### config.mk
export PLATFORM = sky130hd
export DESIGN_NAME = lsu_mem_if_flat
export DESIGN_NICKNAME = d
export VERILOG_FILES = /design/src/rtl/lsu_mem_if_if.sv /design/src/rtl/lsu_mem_if.sv /design/src/flat_wrapper.sv
export SDC_FILE = /design/constraint.sdc
export NUM_CORES = 1
export LEC_CHECK = 0
export ABC_AREA = 1
export CAP_MARGIN = 20
export CORE_ASPECT_RATIO = 0.75
export CORE_MARGIN = 5
export CORE_UTILIZATION = 44
export DETAILED_ROUTE_END_ITERATION = 8
export PLACE_DENSITY = 0.78
export SETUP_SLACK_MARGIN = 0.02
export SLEW_MARGIN = 20
export SYNTH_ARGS = -nofsm -noshare
export SYNTH_HDL_FRONTEND = slang
export SYNTH_SLANG_ARGS = --single-unit
### constraint.sdc
create_clock -name i_clk -period 1.75 [get_ports i_clk]
set_input_delay 0.2625 -clock i_clk [delete_from_list [all_inputs] [get_ports i_clk]]
set_output_delay 0.2625 -clock i_clk [all_outputs]
set_load 0.1 [all_outputs]
### src/rtl/lsu_mem_if_if.sv
// Data-memory port of the load/store unit.
// The LSU drives request/payload; memory returns ready, rvalid and rdata.
interface lsu_mem_if_if;
  logic        o_mem_req;
  logic        o_mem_we;
  logic [31:0] o_mem_addr;
  logic [3:0]  o_mem_wmask;
  logic [31:0] o_mem_wdata;
  logic        i_mem_ready;
  logic        i_mem_rvalid;
  logic [31:0] i_mem_rdata;

  modport master (
    output o_mem_req, o_mem_we, o_mem_addr,
    output o_mem_wmask, o_mem_wdata,
    input  i_mem_ready, i_mem_rvalid, i_mem_rdata
  );

  modport slave (
    input  o_mem_req, o_mem_we, o_mem_addr,
    input  o_mem_wmask, o_mem_wdata,
    output i_mem_ready, i_mem_rvalid, i_mem_rdata
  );
endinterface

### src/rtl/lsu_mem_if.sv
// Load/store unit: drives the data-memory port, aligns and extends loads.
// Optional bus-error timeout is built when LSU_TIMEOUT_EN is defined.
module lsu_mem_if #(
  parameter int TIMEOUT_CYCLES = 64
) (
  input  logic        i_clk,
  input  logic        i_rst,
  input  logic        i_valid,
  input  logic        i_mem_read,
  input  logic        i_mem_write,
  input  logic        i_is_word,
  input  logic        i_is_h_or_b,
  input  logic        i_is_unsigned_ld,
  input  logic [31:0] i_addr,
  input  logic [31:0] i_wdata,
  input  logic [4:0]  i_rd_addr,
  output logic        o_busy,
  output logic        o_done,
  output logic [31:0] o_rdata,
  output logic [4:0]  o_rd_addr,
  output logic        o_misalign,
  output logic        o_bus_err,
  lsu_mem_if_if.master mem
);

  typedef enum logic [1:0] {
    IDLE,
    REQ,
    RESP,
    DONE
  } state_t;

  state_t      state;
  state_t      state_nx;
  logic        access;
  logic        mis;
  logic        tmo;
  logic [1:0]  size_d;
  logic [1:0]  size_q;
  logic [1:0]  off;
  logic [31:0] addr_q;
  logic [31:0] wdata_q;
  logic [31:0] rdata_q;
  logic [31:0] ext;
  logic [7:0]  lane8;
  logic [15:0] lane16;
  logic [3:0]  wmask;
  logic [31:0] wdata_rep;
  logic        uns_q;
  logic        we_q;
  logic        mis_q;
  logic        err_q;
  logic [4:0]  rd_q;

  assign access = i_valid & (i_mem_read | i_mem_write);
  assign size_d = i_is_word ? 2'b10 : {1'b0, i_is_h_or_b};
  assign off    = addr_q[1:0];

  always_comb begin
    mis = 1'b0;
    unique case (1'b1)
      i_is_word:                 mis = |i_addr[1:0];
      ~i_is_word & i_is_h_or_b:  mis = i_addr[0];
      default:                   mis = 1'b0;
    endcase
  end

`ifdef LSU_TIMEOUT_EN
  localparam int CW = $clog2(TIMEOUT_CYCLES) + 1;

  logic [CW-1:0] cnt;

  always_ff @(posedge i_clk or negedge i_rst) begin
    if (!i_rst) begin
      cnt <= '0;
    end else if (state == IDLE) begin
      cnt <= '0;
    end else if (state == REQ || state == RESP) begin
      cnt <= cnt + CW'(1);
    end
  end

  assign tmo = (state == REQ || state == RESP) &&
               (cnt == CW'(TIMEOUT_CYCLES - 1));
`else
  assign tmo = 1'b0;
`endif

  always_comb begin
    state_nx = state;
    unique case (state)
      IDLE: begin
        if (access) state_nx = mis ? DONE : REQ;
      end
      REQ: begin
        if (mem.i_mem_ready) state_nx = we_q ? DONE : RESP;
        else if (tmo)        state_nx = DONE;
      end
      RESP: begin
        if (mem.i_mem_rvalid) state_nx = DONE;
        else if (tmo)         state_nx = DONE;
      end
      DONE:    state_nx = IDLE;
      default: state_nx = IDLE;
    endcase
  end

  always_ff @(posedge i_clk or negedge i_rst) begin
    if (!i_rst) state <= IDLE;
    else        state <= state_nx;
  end

  assign lane8  = mem.i_mem_rdata[{off, 3'b000} +: 8];
  assign lane16 = mem.i_mem_rdata[{off[1], 4'b0000} +: 16];

  always_comb begin
    ext = mem.i_mem_rdata;
    unique case (size_q)
      2'b00:   ext = {{24{lane8[7] & ~uns_q}}, lane8};
      2'b01:   ext = {{16{lane16[15] & ~uns_q}}, lane16};
      default: ext = mem.i_mem_rdata;
    endcase
  end

  always_ff @(posedge i_clk or negedge i_rst) begin
    if (!i_rst) begin
      addr_q  <= '0;
      wdata_q <= '0;
      size_q  <= '0;
      uns_q   <= 1'b0;
      we_q    <= 1'b0;
      rd_q    <= '0;
      mis_q   <= 1'b0;
      err_q   <= 1'b0;
      rdata_q <= '0;
    end else if (state == IDLE && access) begin
      addr_q  <= i_addr;
      wdata_q <= i_wdata;
      size_q  <= size_d;
      uns_q   <= i_is_unsigned_ld;
      we_q    <= i_mem_write;
      rd_q    <= i_rd_addr;
      mis_q   <= mis;
      err_q   <= 1'b0;
      rdata_q <= '0;
    end else if (state == RESP && mem.i_mem_rvalid) begin
      rdata_q <= ext;
    end else if (tmo && !(state == REQ && mem.i_mem_ready)) begin
      err_q   <= 1'b1;
    end
  end

  always_comb begin
    wmask     = 4'b0000;
    wdata_rep = wdata_q;
    unique case (size_q)
      2'b00: begin
        wmask     = 4'b0001 << off;
        wdata_rep = {4{wdata_q[7:0]}};
      end
      2'b01: begin
        wmask     = 4'b0011 << off;
        wdata_rep = {2{wdata_q[15:0]}};
      end
      default: begin
        wmask     = 4'b1111;
        wdata_rep = wdata_q;
      end
    endcase
    if (!we_q) wmask = 4'b0000;
  end

  assign o_busy = (state == REQ) || (state == RESP) ||
                  (state == IDLE && access);
  assign o_done     = (state == DONE);
  assign o_rdata    = rdata_q;
  assign o_rd_addr  = rd_q;
  assign o_misalign = mis_q;
  assign o_bus_err  = err_q;

  assign mem.o_mem_req   = (state == REQ);
  assign mem.o_mem_we    = we_q;
  assign mem.o_mem_addr  = {addr_q[31:2], 2'b00};
  assign mem.o_mem_wmask = wmask;
  assign mem.o_mem_wdata = wdata_rep;

endmodule

### src/flat_wrapper.sv
// flat-port wrapper written by rule: the top's interface ports become plain ports
module lsu_mem_if_flat 
#(
  parameter int TIMEOUT_CYCLES = 64
)
  (i_clk, i_rst, i_valid, i_mem_read, i_mem_write, i_is_word, i_is_h_or_b, i_is_unsigned_ld, i_addr, i_wdata, i_rd_addr, o_busy, o_done, o_rdata, o_rd_addr, o_misalign, o_bus_err, mem_o_mem_req, mem_o_mem_we, mem_o_mem_addr, mem_o_mem_wmask, mem_o_mem_wdata, mem_i_mem_ready, mem_i_mem_rvalid, mem_i_mem_rdata);
  lsu_mem_if_if mem_i ();
  input  logic i_clk;
  input  logic i_rst;
  input  logic i_valid;
  input  logic i_mem_read;
  input  logic i_mem_write;
  input  logic i_is_word;
  input  logic i_is_h_or_b;
  input  logic i_is_unsigned_ld;
  input  logic [31:0] i_addr;
  input  logic [31:0] i_wdata;
  input  logic [4:0] i_rd_addr;
  output logic o_busy;
  output logic o_done;
  output logic [31:0] o_rdata;
  output logic [4:0] o_rd_addr;
  output logic o_misalign;
  output logic o_bus_err;
  output wire logic [$bits(mem_i.o_mem_req)-1:0] mem_o_mem_req;
  output wire logic [$bits(mem_i.o_mem_we)-1:0] mem_o_mem_we;
  output wire logic [$bits(mem_i.o_mem_addr)-1:0] mem_o_mem_addr;
  output wire logic [$bits(mem_i.o_mem_wmask)-1:0] mem_o_mem_wmask;
  output wire logic [$bits(mem_i.o_mem_wdata)-1:0] mem_o_mem_wdata;
  input wire logic [$bits(mem_i.i_mem_ready)-1:0] mem_i_mem_ready;
  input wire logic [$bits(mem_i.i_mem_rvalid)-1:0] mem_i_mem_rvalid;
  input wire logic [$bits(mem_i.i_mem_rdata)-1:0] mem_i_mem_rdata;
  assign mem_o_mem_req = mem_i.o_mem_req;
  assign mem_o_mem_we = mem_i.o_mem_we;
  assign mem_o_mem_addr = mem_i.o_mem_addr;
  assign mem_o_mem_wmask = mem_i.o_mem_wmask;
  assign mem_o_mem_wdata = mem_i.o_mem_wdata;
  assign mem_i.i_mem_ready = mem_i_mem_ready;
  assign mem_i.i_mem_rvalid = mem_i_mem_rvalid;
  assign mem_i.i_mem_rdata = mem_i_mem_rdata;
  lsu_mem_if #(.TIMEOUT_CYCLES(TIMEOUT_CYCLES)) u_core (.i_clk(i_clk), .i_rst(i_rst), .i_valid(i_valid), .i_mem_read(i_mem_read), .i_mem_write(i_mem_write), .i_is_word(i_is_word), .i_is_h_or_b(i_is_h_or_b), .i_is_unsigned_ld(i_is_unsigned_ld), .i_addr(i_addr), .i_wdata(i_wdata), .i_rd_addr(i_rd_addr), .o_busy(o_busy), .o_done(o_done), .o_rdata(o_rdata), .o_rd_addr(o_rd_addr), .o_misalign(o_misalign), .o_bus_err(o_bus_err), .mem(mem_i));
endmodule
## Word level (Yosys, flattened, before mapping)

Index checks and enable logic that the tools add are counted.

- Equal/unequal tests: 7
- Shifts and indexed selects: 4
- Multiplexer cells: 14
- Bitwise logic cells: 7
- Reductions and logical operators: 9

Operators with widths:

| operator | count |
|---|---|
| $pmux 32 s2 | 2 |
| $mux 32 | 2 |
| $shiftx 32x6->16 | 1 |
| $shiftx 32x6->8 | 1 |
| $mux 2 | 5 |
| $pmux 2 s4 | 1 |
| $pmux 4 s2 | 1 |
| $and 1x1->1 | 4 |
| $eq 2x1->1 const B | 2 |
| $eq 2x2->1 const B | 2 |
| $logic_not 2->1 | 2 |
| $mux 4 | 1 |
| $ne 2x1->1 const B | 2 |
| $shl 1x2->4 const A | 1 |
| $shl 2x2->4 const A | 1 |
| $reduce_and 3->1 | 1 |
| $logic_and 1x1->1 | 2 |
| $logic_or 1x1->1 | 2 |
| $ne 2x2->1 const B | 1 |
| $not 1->1 | 2 |
| $pmux 1 s2 | 1 |
| $reduce_bool 2->1 | 1 |
| $reduce_or 2->1 | 1 |
| $mux 1 | 1 |
| $or 1x1->1 | 1 |

- Register bits after elaboration: 108
- Output and inout bits: 111

## Logic depth before layout (Yosys ltp)

- Depth in word-level cells: 6
- Depth in mapped cells: 11
- Mapped depth without buffers: 9

## Worst setup path after synthesis

No wires, ideal clock.

- Path type: reg2out
- Start: reg u_core.size_q[1]
- End: out mem_o_mem_wdata[10]
- Arrival time: 2.902 ns
- Data required time: 1.487 ns
- Path slack: -1.414 ns
- Stages on the path, launching flop included: 7
- Path through: dfrtp_1 buf_6 inv_6 nand2_2 inv_2 buf_2 o21ai_0

- Cells in the longest elaborated chain, start to end: 2

RTL lines:

| element | line | text |
|---|---|---|
| start: declaration | lsu_mem_if.sv:39 | `logic [1:0] size_q;` |
| start signal: assignment | lsu_mem_if.sv:139 | `size_q <= size_d;` |
| $eq 2x1->1 or $logic_not 2->1 (tied branches) | lsu_mem_if.sv:156 | `unique case (size_q)` |
| $pmux 32 s2 (*) | lsu_mem_if.sv:156 |  |
| end: declaration | flat_wrapper.sv:29 | `output wire logic [$bits(mem_i.o_mem_wdata)-1:0] mem_o_mem_wdata;` |

Every way passes the cells marked *; elsewhere a longest branch is shown, timed or not.

## Worst setup path in the final report

- Start: reg u_core.size_q[1]
- End: out mem_o_mem_wdata[24]

The elaborated chain is that of the path after synthesis.

==> metrics <==
placed instance area=0.00917 mm2; Top FF cell, synth=dfrtp_1; WL/cell=17.2 um; highest clock rate=535 MHz; GP Congestion=0.886; post-synthesis register bit count=108; initial antenna violation count=3; die area=0.0154 mm2; initial core utilization=44.4%; Final Max Tran Viols=0; largest net degree at the start of global routing=56; Synth area leaders=dfrtp_1 47%, nand2_1 26%, buf_4 5.8%; Tmin final=1.87 ns; Core Region=0.0128 mm2; Rows=36; failing checks=setup timing; Post-synth EDFFs=0; r2r endpoint=u_core.o_rdata[16]; crit path buf inv count=3; CP Class=register to primary output; die width=141 um; CTS Buffer Depth=2; Syn Std Cell Area=0.00570 mm2; non-filler cells, final=1133; Crit. End Element=primary output; RSZ-0062 raised after global routing=yes; Top cell by count, worst path=buf_12; cell family with most CP delay=flip-flops; Worst Skew=0.00610 ns; layout cells sized above 1=25.4%; DRT Pass-1 Iters=5; final hold violations=0; CTS root buf=clkbuf_16; All-Layer GR Usage=25.4%; cts bufs inserted=9; grt total ovfl=0; Port Buffers=218; htree depth=3; Boundary Pins=222; worst min path class=primary input to asynchronous set/reset pin; filler instances=886; share of the synthesized area in the top cell type=47.4%; Setup violations, final=17; placed wire-length estimate=14300 um; Seq/Total Area, Yosys=47.4%; CTS tree=built; DP Cell Count=1100; Synth cell types=28; setup tns final=-1.01 ns; Finished Cell Area=0.00973 mm2; flop-to-flop setup slack=0.13 ns; Routed WL=19500 um; area delta synth->final=70.7%; Vias=5629; max-capacitance violation count=0; Initial DRC Count=441; Antenna Nets Post-Route=0; CP arrival=1.60 ns; worst setup margin=-0.117 ns; CP max stage cell=dfrtp_2; CP Max Fanout=5; vias in the first global route=5634; first-pass GRT wire length=30300 um; origin of the critical flop-to-flop path=u_core.size_q[1]; crit path cell chain=inv_8, buf_12, nand2_4, o211ai_1, buf_12; via-per-instance ratio=4.97; clk_lat worst skew=0.35 ns; asr flop ratio synth=100%; outcome=complete, but fails checks; Mapped Cells=759; Worst R2R Path Depth=9; clk slew on worst S/H paths=0.07 ns; Synth area leader=dfrtp_1; die height=109 um; fin crit share=107%; Worst EP required=1.49 ns; slowest stage delay, CP=0.45 ns; Clock Sinks=108; most frequent cell after synthesis=nand2_1; Mean Syn Cell Area=7.51 um2; DRC viols=0; crit start category=register; Commonest cells post-synth=398 x nand2_1, 108 x dfrtp_1, 44 x buf_4; YS warnings=0; final net count=1072
state kept, by name, indices dropped and copies added, names as in the netlist:
| name | flops |
|---|---|
| u_core.state | 2 |
| u_core.addr_q | 32 |
| u_core.o_rdata | 32 |
| u_core.mem.o_mem_we | 1 |
| u_core.uns_q | 1 |
| u_core.wdata_q | 32 |
| u_core.o_rd_addr | 5 |
| u_core.size_q | 2 |
| u_core.o_misalign | 1 |
how the worst max path moves through the flow:
stage,slack [ns],endpoint,cells after the start,start
finish,-0.12,mem_o_mem_wdata[24],5,u_core.size_q[1]
global route,-0.16,mem_o_mem_wdata[26],5,u_core.size_q[1]
CTS,-0.11,mem_o_mem_wmask[2],5,u_core.size_q[1]
detailed placement,-0.04,u_core.o_rdata[21],8,i_mem_write
global placement,0.007,u_core.o_rdata[7],7,i_mem_write
floorplan,-0.63,mem_o_mem_wdata[24],4,u_core.size_q[1]
per-stage QoR:
step | util, % | hold WS [ns] | setup WS [ns]
floorplan | - | -0.0331 | -0.627
global placement | 71.4 | 0.172 | 0.00743
global route | 75.8 | 0.366 | -0.157
finish | 75.8 | 0.342 | -0.117
detailed placement | 71.4 | 0.167 | -0.0421
CTS | 75.1 | 0.349 | -0.113
final cells by class:
class	count	area, um2	share of cell area, %
diodes	1	2.50	0.0257
inverters	41	179	1.84
clock inverters	7	58.8	0.604
clock buffers	9	225	2.31
multi-input cells	536	2610	26.8
repair inverters	1	8.76	0.0900
well taps	171	214	2.20
flip-flops and latches	108	2710	27.8
repair buffers	259	3730	38.3
cells by family (layout without fill, tap and decap cells):
| family | Yosys count | in the layout | synth area share, % |
|---|---|---|---|
| buf+inv | 118 | 317 | 12.2 |
| flops | 108 | 108 | 47.4 |
| fa+ha+maj | 5 | 5 | 1.10 |
| simple gates | 455 | 456 | 31.8 |
| other cells | 1 | 4 | 0.0658 |
| compound gates | 72 | 72 | 7.44 |
metal layers:
layer  vias up  track usage, %  wire length (um)
met1      2627            31.0              7570
met2       272            42.2              9280
li1       2695               -                 -
met4         6            7.12               414
met5         -               0                45
met3        29            9.95              2200
layout by cell type (no fill, tap or decap), drive strengths merged:
cell / Yosys / final
clkinvlp: 0 / 1
a221oi: 1 / 1
buf: 73 / 148
a22oi: 1 / 1
nand2: 413 / 414
conb: 1 / 3
clkinv: 0 / 3
nand3: 15 / 15
o22ai: 1 / 1
dfrtp: 108 / 108
ha: 5 / 5
nor2: 26 / 26
or2: 1 / 1
clkdlybuf4s50: 0 / 109
clkbuf: 4 / 10
inv: 41 / 45
diode: 0 / 1
o211ai: 14 / 14
o21ai: 42 / 42
dlygate4sd3: 0 / 1
a21oi: 13 / 13
what timing repair did:
action | 4_1_cts | 5_1_grt
gates resized for setup | 20 | 22
hold buffers | 1 | 0
pin swaps | 3 | 3
hold endpoints to repair | 17 | 0
endpoints found under the setup margin | 29 | 29
setup buffers | 12 | 2
gates cloned | 2 | 1
Power is left out: the tool's default activity adds up to more than one toggle a clock period on the data nets, which glitch-free logic cannot reach.
